[src/rtl/round_scorer_if.sv]
// round_scorer_if
//   Player-side bundle of the round scorer: control pulses and switch value
//   coming in, game status going out.
//
//   Inputs to the scorer (driven by the master side):
//     Start        single-cycle pulse, begins a game
//     Submit       single-cycle pulse, commits userNumber as the answer
//     Quit         single-cycle pulse, abandons the game
//     userNumber   8-bit switch value compared against the target
//   Outputs from the scorer (driven by the slave side):
//     targetNumber 8-bit target shown to the player
//     timeLeft     6-bit seconds remaining in the round
//     roundNum     4-bit current round, 1-based
//     score        8-bit running game score
//     bestScore    8-bit best completed-game score
//     busy         high while a round is being loaded or played
//     gameDone     high after the last round of a game
//     hit, miss    one-cycle result pulses
interface round_scorer_if;
  logic       Start;
  logic       Submit;
  logic       Quit;
  logic [7:0] userNumber;
  logic [7:0] targetNumber;
  logic [5:0] timeLeft;
  logic [3:0] roundNum;
  logic [7:0] score;
  logic [7:0] bestScore;
  logic       busy;
  logic       gameDone;
  logic       hit;
  logic       miss;

  modport master (
    output Start, Submit, Quit, userNumber,
    input  targetNumber, timeLeft, roundNum, score, bestScore,
           busy, gameDone, hit, miss
  );

  modport slave (
    input  Start, Submit, Quit, userNumber,
    output targetNumber, timeLeft, roundNum, score, bestScore,
           busy, gameDone, hit, miss
  );
endinterface

[src/rtl/round_scorer.sv]
// round_scorer
//   Timed number-matching game. Each game is ROUNDS rounds long; every round
//   loads a pseudo-random target from a free-running LFSR and gives the
//   player ROUND_SECS seconds to submit a matching switch value. A match adds
//   the seconds still left to the score; a mismatch or a timeout scores
//   nothing. The best finished-game score is kept until reset.
//
//   Parameters:
//     TICK_DIV    Clk cycles per one-second tick (>= 2)
//     ROUND_SECS  seconds per round (1..63)
//     ROUNDS      rounds per game (1..15)
//   Ports:
//     Clk         system clock, rising edge
//     Reset       synchronous, active-high reset
//     game        round_scorer_if.slave bundle (controls in, status out)
//
//   Build option:
//     ROUND_SCORER_STREAK_EN  when defined, consecutive hits earn a bonus
//                             equal to the current streak length (0..15).
module round_scorer #(
  parameter int TICK_DIV   = 100000000,
  parameter int ROUND_SECS = 30,
  parameter int ROUNDS     = 5
) (
  input logic           Clk,
  input logic           Reset,
  round_scorer_if.slave game
);

  localparam int                TICK_W     = $clog2(TICK_DIV);
  localparam logic [TICK_W-1:0] TICK_LAST  = TICK_W'(TICK_DIV - 1);
  localparam logic [5:0]        SECS_INIT  = 6'(ROUND_SECS);
  localparam logic [3:0]        LAST_ROUND = 4'(ROUNDS);

  typedef enum logic [1:0] {
    IDLE,
    LOAD,
    RUN,
    DONE
  } state_t;

  state_t            state_q;
  logic [7:0]        lfsr_q;
  logic [7:0]        target_q;
  logic [5:0]        time_q;
  logic [3:0]        round_q;
  logic [7:0]        score_q;
  logic [7:0]        best_q;
  logic [TICK_W-1:0] tick_q;
  logic              busy_q;
  logic              done_q;
  logic              hit_q;
  logic              miss_q;

  logic [3:0]        bonus;
  logic              terminal;
  logic              is_match;
  logic              timeout;
  logic              round_end;
  logic              last_round;
  logic [9:0]        raw_sum;
  logic [7:0]        hit_score;
  logic [7:0]        final_score;

`ifdef ROUND_SCORER_STREAK_EN
  logic [3:0]        streak_q;
  assign bonus = streak_q;
`else
  assign bonus = 4'd0;
`endif

  assign terminal   = (tick_q == TICK_LAST);
  assign is_match   = (game.userNumber == target_q);
  // A submit in the same cycle as the final tick beats the timeout.
  assign timeout    = terminal && (time_q == 6'd1) && !game.Submit;
  assign round_end  = game.Submit || timeout;
  assign last_round = (round_q >= LAST_ROUND);

  // Wide enough that score + seconds + streak never wraps before saturating.
  assign raw_sum     = {2'b00, score_q} + {4'b0000, time_q} + {6'b000000, bonus};
  assign hit_score   = (raw_sum > 10'd255) ? 8'hFF : raw_sum[7:0];
  // Score the game ends with, so bestScore can see a hit on the last round.
  assign final_score = (game.Submit && is_match) ? hit_score : score_q;

  // Free-running target source; shift-left Fibonacci form with taps 8,6,5,4.
  always_ff @(posedge Clk) begin
    if (Reset) begin
      lfsr_q <= 8'h01;
    end else begin
      lfsr_q <= {lfsr_q[6:0], lfsr_q[7] ^ lfsr_q[5] ^ lfsr_q[4] ^ lfsr_q[3]};
    end
  end

  // Game sequencer. Status outputs are registered alongside every state
  // change so busy/gameDone always agree with the state held in state_q.
  always_ff @(posedge Clk) begin
    if (Reset) begin
      state_q  <= IDLE;
      target_q <= 8'h00;
      time_q   <= 6'd0;
      round_q  <= 4'd0;
      score_q  <= 8'h00;
      best_q   <= 8'h00;
      tick_q   <= '0;
      busy_q   <= 1'b0;
      done_q   <= 1'b0;
      hit_q    <= 1'b0;
      miss_q   <= 1'b0;
`ifdef ROUND_SCORER_STREAK_EN
      streak_q <= 4'd0;
`endif
    end else begin
      hit_q  <= 1'b0;
      miss_q <= 1'b0;
      if (game.Quit && (state_q != IDLE)) begin
        // Abandoned game keeps its score on display but never counts as best.
        state_q <= IDLE;
        busy_q  <= 1'b0;
        done_q  <= 1'b0;
      end else begin
        case (state_q)
          IDLE, DONE: begin
            if (game.Start) begin
              state_q  <= LOAD;
              busy_q   <= 1'b1;
              done_q   <= 1'b0;
              score_q  <= 8'h00;
              round_q  <= 4'd0;
`ifdef ROUND_SCORER_STREAK_EN
              streak_q <= 4'd0;
`endif
            end
          end
          LOAD: begin
            target_q <= lfsr_q;
            time_q   <= SECS_INIT;
            round_q  <= round_q + 4'd1;
            tick_q   <= '0;
            state_q  <= RUN;
          end
          RUN: begin
            if (terminal) begin
              tick_q <= '0;
              time_q <= time_q - 6'd1;
            end else begin
              tick_q <= tick_q + TICK_W'(1);
            end
            if (round_end) begin
              if (game.Submit && is_match) begin
                hit_q   <= 1'b1;
                score_q <= hit_score;
`ifdef ROUND_SCORER_STREAK_EN
                if (streak_q != 4'hF) begin
                  streak_q <= streak_q + 4'd1;
                end
`endif
              end else begin
                miss_q <= 1'b1;
`ifdef ROUND_SCORER_STREAK_EN
                streak_q <= 4'd0;
`endif
              end
              if (last_round) begin
                state_q <= DONE;
                busy_q  <= 1'b0;
                done_q  <= 1'b1;
                best_q  <= (final_score > best_q) ? final_score : best_q;
              end else begin
                state_q <= LOAD;
              end
            end
          end
          default: begin
            state_q <= IDLE;
            busy_q  <= 1'b0;
            done_q  <= 1'b0;
          end
        endcase
      end
    end
  end

  assign game.targetNumber = target_q;
  assign game.timeLeft     = time_q;
  assign game.roundNum     = round_q;
  assign game.score        = score_q;
  assign game.bestScore    = best_q;
  assign game.busy         = busy_q;
  assign game.gameDone     = done_q;
  assign game.hit          = hit_q;
  assign game.miss         = miss_q;

endmodule

[src/flat_wrapper.sv]
// flat-port wrapper written by rule: the top's interface ports become plain ports
module round_scorer_flat 
#(
  parameter int TICK_DIV   = 100000000,
  parameter int ROUND_SECS = 30,
  parameter int ROUNDS     = 5
)
  (Clk, Reset, game_Start, game_Submit, game_Quit, game_userNumber, game_targetNumber, game_timeLeft, game_roundNum, game_score, game_bestScore, game_busy, game_gameDone, game_hit, game_miss);
  round_scorer_if game_i ();
  input logic Clk;
  input logic Reset;
  input wire logic [$bits(game_i.Start)-1:0] game_Start;
  input wire logic [$bits(game_i.Submit)-1:0] game_Submit;
  input wire logic [$bits(game_i.Quit)-1:0] game_Quit;
  input wire logic [$bits(game_i.userNumber)-1:0] game_userNumber;
  output wire logic [$bits(game_i.targetNumber)-1:0] game_targetNumber;
  output wire logic [$bits(game_i.timeLeft)-1:0] game_timeLeft;
  output wire logic [$bits(game_i.roundNum)-1:0] game_roundNum;
  output wire logic [$bits(game_i.score)-1:0] game_score;
  output wire logic [$bits(game_i.bestScore)-1:0] game_bestScore;
  output wire logic [$bits(game_i.busy)-1:0] game_busy;
  output wire logic [$bits(game_i.gameDone)-1:0] game_gameDone;
  output wire logic [$bits(game_i.hit)-1:0] game_hit;
  output wire logic [$bits(game_i.miss)-1:0] game_miss;
  assign game_i.Start = game_Start;
  assign game_i.Submit = game_Submit;
  assign game_i.Quit = game_Quit;
  assign game_i.userNumber = game_userNumber;
  assign game_targetNumber = game_i.targetNumber;
  assign game_timeLeft = game_i.timeLeft;
  assign game_roundNum = game_i.roundNum;
  assign game_score = game_i.score;
  assign game_bestScore = game_i.bestScore;
  assign game_busy = game_i.busy;
  assign game_gameDone = game_i.gameDone;
  assign game_hit = game_i.hit;
  assign game_miss = game_i.miss;
  round_scorer #(.TICK_DIV(TICK_DIV), .ROUND_SECS(ROUND_SECS), .ROUNDS(ROUNDS)) u_core (.Clk(Clk), .Reset(Reset), .game(game_i));
endmodule
[config.mk]
export PLATFORM = sky130hd
export DESIGN_NAME = round_scorer_flat
export DESIGN_NICKNAME = d
export VERILOG_FILES = /design/src/rtl/round_scorer_if.sv /design/src/rtl/round_scorer.sv /design/src/flat_wrapper.sv
export SDC_FILE = /design/constraint.sdc
export NUM_CORES = 1
export LEC_CHECK = 0
export CAP_MARGIN = 5
export CELL_PAD_IN_SITES_DETAIL_PLACEMENT = 1
export CELL_PAD_IN_SITES_GLOBAL_PLACEMENT = 1
export CORE_ASPECT_RATIO = 1.1
export CORE_UTILIZATION = 43
export CTS_BUF_LIST = sky130_fd_sc_hd__clkbuf_2
export CTS_CLUSTER_SIZE = 12
export DETAILED_ROUTE_END_ITERATION = 16
export GPL_TIMING_DRIVEN = 0
export PLACE_DENSITY_LB_ADDON = 0.15
export RECOVER_POWER = 100
export SYNTH_ARGS = -nofsm -noshare
export SYNTH_HDL_FRONTEND = slang
export SYNTH_SLANG_ARGS = --single-unit
export TNS_END_PERCENT = 50
[constraint.sdc]
create_clock -name Clk -period 5.1 [get_ports Clk]
set_clock_uncertainty 0.2 [all_clocks]
set_input_delay 1.02 -clock Clk [delete_from_list [all_inputs] [get_ports Clk]]
set_output_delay 1.02 -clock Clk [all_outputs]
set_load 0.01 [all_outputs]
* Yosys cells after proc, flatten, opt, wreduce, memory -nomap -nowiden
Cells that the tools add are included.
Storage, ports and cells: register bits after elaboration 75
Cells by class: $add $sub $neg 4, magnitude comparators 3, equal/unequal tests 10, multiplexer cells 25, bitwise gates (word level) 6, reduce and logical (&&, ||, !) cells 22
Operators by type and width (number):
- $pmux 27 s2 | 1
- $mux 8 | 4
- $add 27x1->27 const B | 1
- $eq 27x27->1 const B | 1
- $mux 27 | 1
- $pmux 8 s2 | 1
- $pmux 6 s2 | 1
- $gt 10x8->1 const B | 1
- $add 8x6->9 | 1
- $eq 8x8->1 | 1
- $gt 8x8->1 | 1
- $mux 1 | 8
- $pmux 4 s2 | 1
- $reduce_and 4->1 | 2
- $reduce_bool 2->1 | 4
- $eq 6x1->1 const B | 1
- $mux 2 | 3
- $mux 6 | 1
- $ne 2x1->1 const B | 3
- $pmux 2 s3 | 1
- $reduce_and 2->1 | 3
- $reduce_and 3->1 | 2
- $sub 6x1->6 const B | 1
- $reduce_and 5->1 | 1
- other kinds (15) | 25

* Logic depth before layout (Yosys ltp)
depth in word-level cells 6, mapped depth 15, depth with buffers taken out 14

* Worst setup path after synthesis
No wires, ideal clock.
path kind input -> register, start point in game_userNumber[0], end point reg u_core.best_q[5] (netlist: u_core.game.bestScore[5]), setup time 0.067 ns, data arrival time 3.451 ns, setup slack 1.382 ns, stages 12, path buffers 0, cell sequence xnor2_1 -> nand3_1 -> or3_1 -> nor2_1 -> mux2i_1 -> inv_1 -> ha_1 -> and3_1 -> a31oi_1 -> nand3_4 -> or3_4 -> o21ai_2
On the way: longest elaborated chain between the ends 5
RTL lines:
- from (decl) | line flat_wrapper.sv:15 | input wire logic [$bits(game_i.userNumber)-1:0] game_userNumber;
- $eq 8x8->1 | line round_scorer.sv:73 | assign is_match = (game.userNumber == target_q);
- $logic_and 1x1->1 | line round_scorer.sv:83 | assign final_score = (game.Submit && is_match) ? hit_score : score_q;
- $mux 8
- net u_core.final_score[6] | line round_scorer.sv:63 | logic [7:0] final_score;
- $gt 8x8->1 | line round_scorer.sv:167 | best_q <= (final_score > best_q) ? final_score : best_q;
- $reduce_and 5->1 (no source line)
- to (signal assigned) | line round_scorer.sv:167
- to (decl) | line round_scorer.sv:48 | logic [7:0] best_q;
The timed path passes the listed nets, and every way through them passes these cells. A chain may end at the register's enable or synchronous reset.

* Worst setup path in the final report
start point reg u_core.time_q[0] (netlist: u_core.game.timeLeft[0]), end point reg u_core.best_q[6] (netlist: u_core.game.bestScore[6])
On the way: longest elaborated chain between the ends 6, elaborated cells on any way between the ends 10, classes of those cells add/sub: 1; order compare: 2; eq/ne: 1; mux: 2; reduce/logical: 4
RTL lines:
- from (decl) | line round_scorer.sv:45 | logic [5:0] time_q;
- from (signal assigned) | line round_scorer.sv:144 | time_q <= time_q - 6'd1;
- $add 8x6->9 * | line round_scorer.sv:80 | assign raw_sum = {2'b00, score_q} + {4'b0000, time_q} + {6'b000000, bonus};
- $gt 10x8->1 | line round_scorer.sv:81 | assign hit_score = (raw_sum > 10'd255) ? 8'hFF : raw_sum[7:0];
- $mux 8 * | line round_scorer.sv:81
- $mux 8 *
- net u_core.final_score[7] | line round_scorer.sv:63
- $gt 8x8->1 * | line round_scorer.sv:167
- $reduce_and 5->1 (no source line) *
The timed path passes the listed nets; every way through them passes the cells marked *.

==> results.py <==
metrics = {
    "run_status": {
        "status": "completed",
    },
    "placed_design": {
        "place_ws_ps": 415.0,
        "dp_hpwl_mm": 7.574,
        "port_buffers": 50,
        "post_dp_cell_area_um2": 4606,
        "dp_cells": 613,
        "gp_congestion": 0.8027,
    },
    "routing": {
        "routed_wl_mm": 9.747,
        "wl_per_cell_um": 15.50,
        "final_antenna_net_count": 0,
        "vias": 3362,
        "drc_errors": 0,
        "vias_per_cell": 5.345,
        "drt-pass1-iter-count": 4,
        "drtIter0Drc": 65,
    },
    "setup_path": {
        "cp-end-kind": "register",
        "max_stage_delay_ps": 480,
        "cp_cell_sequence": "ha_1 > fa_1 > a211oi_1 > o21bai_1 > a21oi_1 > o2111ai_1 > mux2i_1 > inv_1 > ha_1 > and3_1 > a31oi_1 > nand3_4 > or3_4 > o21ai_0",
        "cp.arrival_ps": 4350,
        "setup.worst_path.class": "reg2reg",
        "path_max_fanout": 6,
        "setup.worst_path.start_class": "register",
        "crit_path_frequent_cell": "ha_1",
        "required_ps": 5390,
        "crit_path_top_delay_cell": "a211oi_1",
    },
    "cts": {
        "postCtsHoldBufs": 0,
        "cts_resized": 0,
        "cts_buffers": 9,
        "root_buffer": "clkbuf_2",
        "cts_sinks": 75,
        "cts_tree": "yes",
        "clkLatencyLatePin_ps": 530,
        "cts_setup_buffers": 0,
        "clockBufferDepth": 2,
        "path_clk_slew_ps": 240,
        "htreeDepth": 3,
    },
    "yosys": {
        "synth_edf_count": 0,
        "ys_warn_count": 0,
        "async_reset_ff_frac": 0,
        "synth.top_cell.area_share": 0.3789,
        "yosysSeqAreaShare": 0.3789,
        "synthTopCellsByArea": "dfxtp_1, ha_1, nor2_1, xor2_1, xnor2_1",
        "syn_avg_cell_area_um2": 8.825,
        "synth_area_leader_cell": "dfxtp_1",
        "ys_top_cells_by_count": "dfxtp_1, nor2_1, nand3_1, nand2_1",
        "netlist_instances": 449,
        "synth_nets": 487,
        "yosysUniqueCellTypes": 56,
        "ys_ff_latch": 75,
        "ys.flop_type": "dfxtp_1",
        "synth_area_um2": 3963,
        "yosys.cell_count.top_type": "dfxtp_1",
    },
    "global_routing": {
        "grt_pass1_vias": 3356,
        "grt_antenna_before_repair": 0,
        "grt_usage": 0.2172,
        "overflow": 0,
        "grt_max_degree": 14,
        "grt_pass1_wl_mm": 16.22,
    },
    "floorplan": {
        "die_x_um": 93.53,
        "initial_core_util": 0.4443,
        "io_pins": 51,
        "dieArea_um2": 9604,
        "fp.coreArea_um2": 8919,
        "row_count": 36,
        "die_h_um": 102.7,
    },
    "cells_and_area": {
        "fin_cells": 629,
        "multi_input_area_um2": 2271,
        "nets": 548,
        "seqCellArea_um2": 1501,
        "area_growth_pct": 17.24,
        "final_area_um2": 4646,
        "diodes": 0,
        "fillers": 1076,
        "drive_gt1_frac": 0.06796,
    },
    "timing": {
        "tightest_slew_ps": 829.2,
        "fmax_mhz": 246.0,
        "rsz0062_at_grt": "false",
        "fin_setup_tns_ps": 0,
        "slew_headroom": 0.4430,
        "setup_viol": 0,
        "finalHoldViolCount": 0,
        "slew_viol_final": 0,
        "setup_ws_ps": 1034,
        "finalCritPeriodShare": 0.7972,
        "period_needed_ps": 4066,
    },
    "job": {
        "cap_violations": 0,
    },
    "worst_hold_path": {
        "hold_path_class": "reg2reg",
    },
    "power": {
        "power.static_leakage_nw": 1.831,
        "peakVddDrop_mv": 0.1452,
        "power_mw": 1.225,
        "powerDensity_nw_per_um2": 263.7,
    },
}
## cells in the final DEF, fill, tap and decap left out, types with 3 or more instances in the layout
| cell type | n |
|---|---|
| dfxtp_1 | 75 |
| nor2_1 | 56 |
| dlygate4sd3_1 | 39 |
| nand3_1 | 30 |
| nand2_1 | 27 |
| inv_1 | 24 |
| a21oi_1 | 24 |
| xor2_1 | 24 |
| ha_1 | 24 |
| o21ai_0 | 18 |
| xnor2_1 | 18 |
| nand4_1 | 11 |
| clkbuf_1 | 11 |
| clkdlybuf4s50_1 | 11 |
| clkbuf_2 | 10 |
| nor2b_1 | 8 |
| mux2_2 | 7 |
| nand2b_1 | 7 |
| and3_1 | 7 |
| o21bai_1 | 6 |
| nand3b_1 | 6 |
| a22oi_1 | 6 |
| mux2i_1 | 5 |
| nor3_1 | 5 |
| a211oi_1 | 4 |
| o31ai_1 | 4 |
| a211o_1 | 3 |
| clkinvlp_4 | 3 |
## cells by family after synthesis
group / Yosys count / share of synthesized area
XOR/XNOR: 42 / 0.09283
flip-flops: 75 / 0.3789
AND/OR/NAND/NOR: 176 / 0.2343
buffers and inverters: 36 / 0.03600
adder cells (fa/ha/maj): 25 / 0.08083
multiplexers: 12 / 0.03252
AO/OA/AOI/OAI: 83 / 0.1446
## critical path: cells and delay by family (launching register included)
kind,cells,cell delay [ps]
AOI/OAI and AO/OA,6,1420
adders and majority gates,3,940
and+or+nand+nor,3,730
DFF,1,420
muxes,1,270
buffers and inverters,1,80
## report_power, final
group / total (mW) / internal, mW / switching [mW]
Combinational: 0.287 / 0.121 / 0.166
Sequential: 0.651 / 0.614 / 0.0365
Clock: 0.288 / 0.0654 / 0.222
## state kept, by name, summed over array words and instances, names as in the netlist
name	count
u_core.game.miss	1
u_core.game.hit	1
u_core.game.timeLeft	6
u_core.tick_q	27
u_core.game.busy	1
u_core.game.roundNum	4
u_core.game.gameDone	1
u_core.lfsr_q	8
u_core.state_q	2
u_core.game.score	8
u_core.game.bestScore	8
u_core.game.targetNumber	8
## stage by stage
| stage | utilization | hold slack (ps) |
|---|---|---|
| 2_1_floorplan | - | 237.7 |
| 3_3_place_gp | 0.5164 | 249.3 |
| 3_5_place_dp | 0.5164 | 256.3 |
| 4_1_cts | 0.5267 | 272.3 |
| 5_1_grt | 0.5209 | 298.5 |
| 6_report | 0.5209 | 271.6 |
## worst paths after layout
check                                              from                       end  slack (ps)  cells past startpoint
worst min register to register         u_core.lfsr_q[2]          u_core.lfsr_q[3]         270                      1
worst min-delay path                   u_core.lfsr_q[2]          u_core.lfsr_q[3]         270                      1
worst max-delay path            u_core.game.timeLeft[0]  u_core.game.bestScore[6]        1030                     14
worst max register to register  u_core.game.timeLeft[0]  u_core.game.bestScore[6]        1030                     14
## layer usage
metal	global-route usage	share of wire	vias up
met3	0.03909	0.031	11
met1	0.2546	0.45	1607
met4	0.07456	0.011	0
li1	-	-	1695
met2	0.3988	0.51	49
met5	0	0	-
## final cells by class
class | count | share of cell area
Tap cell | 114 | 0.03070
Sequential cell | 75 | 0.3232
Multi-Input combinational cell | 338 | 0.4888
Clock inverter | 6 | 0.008888
Clock buffer | 10 | 0.01077
Buffer | 12 | 0.01050
Timing Repair Buffer | 50 | 0.1077
Inverter | 24 | 0.01939
Power figures use the tool's default switching activity.
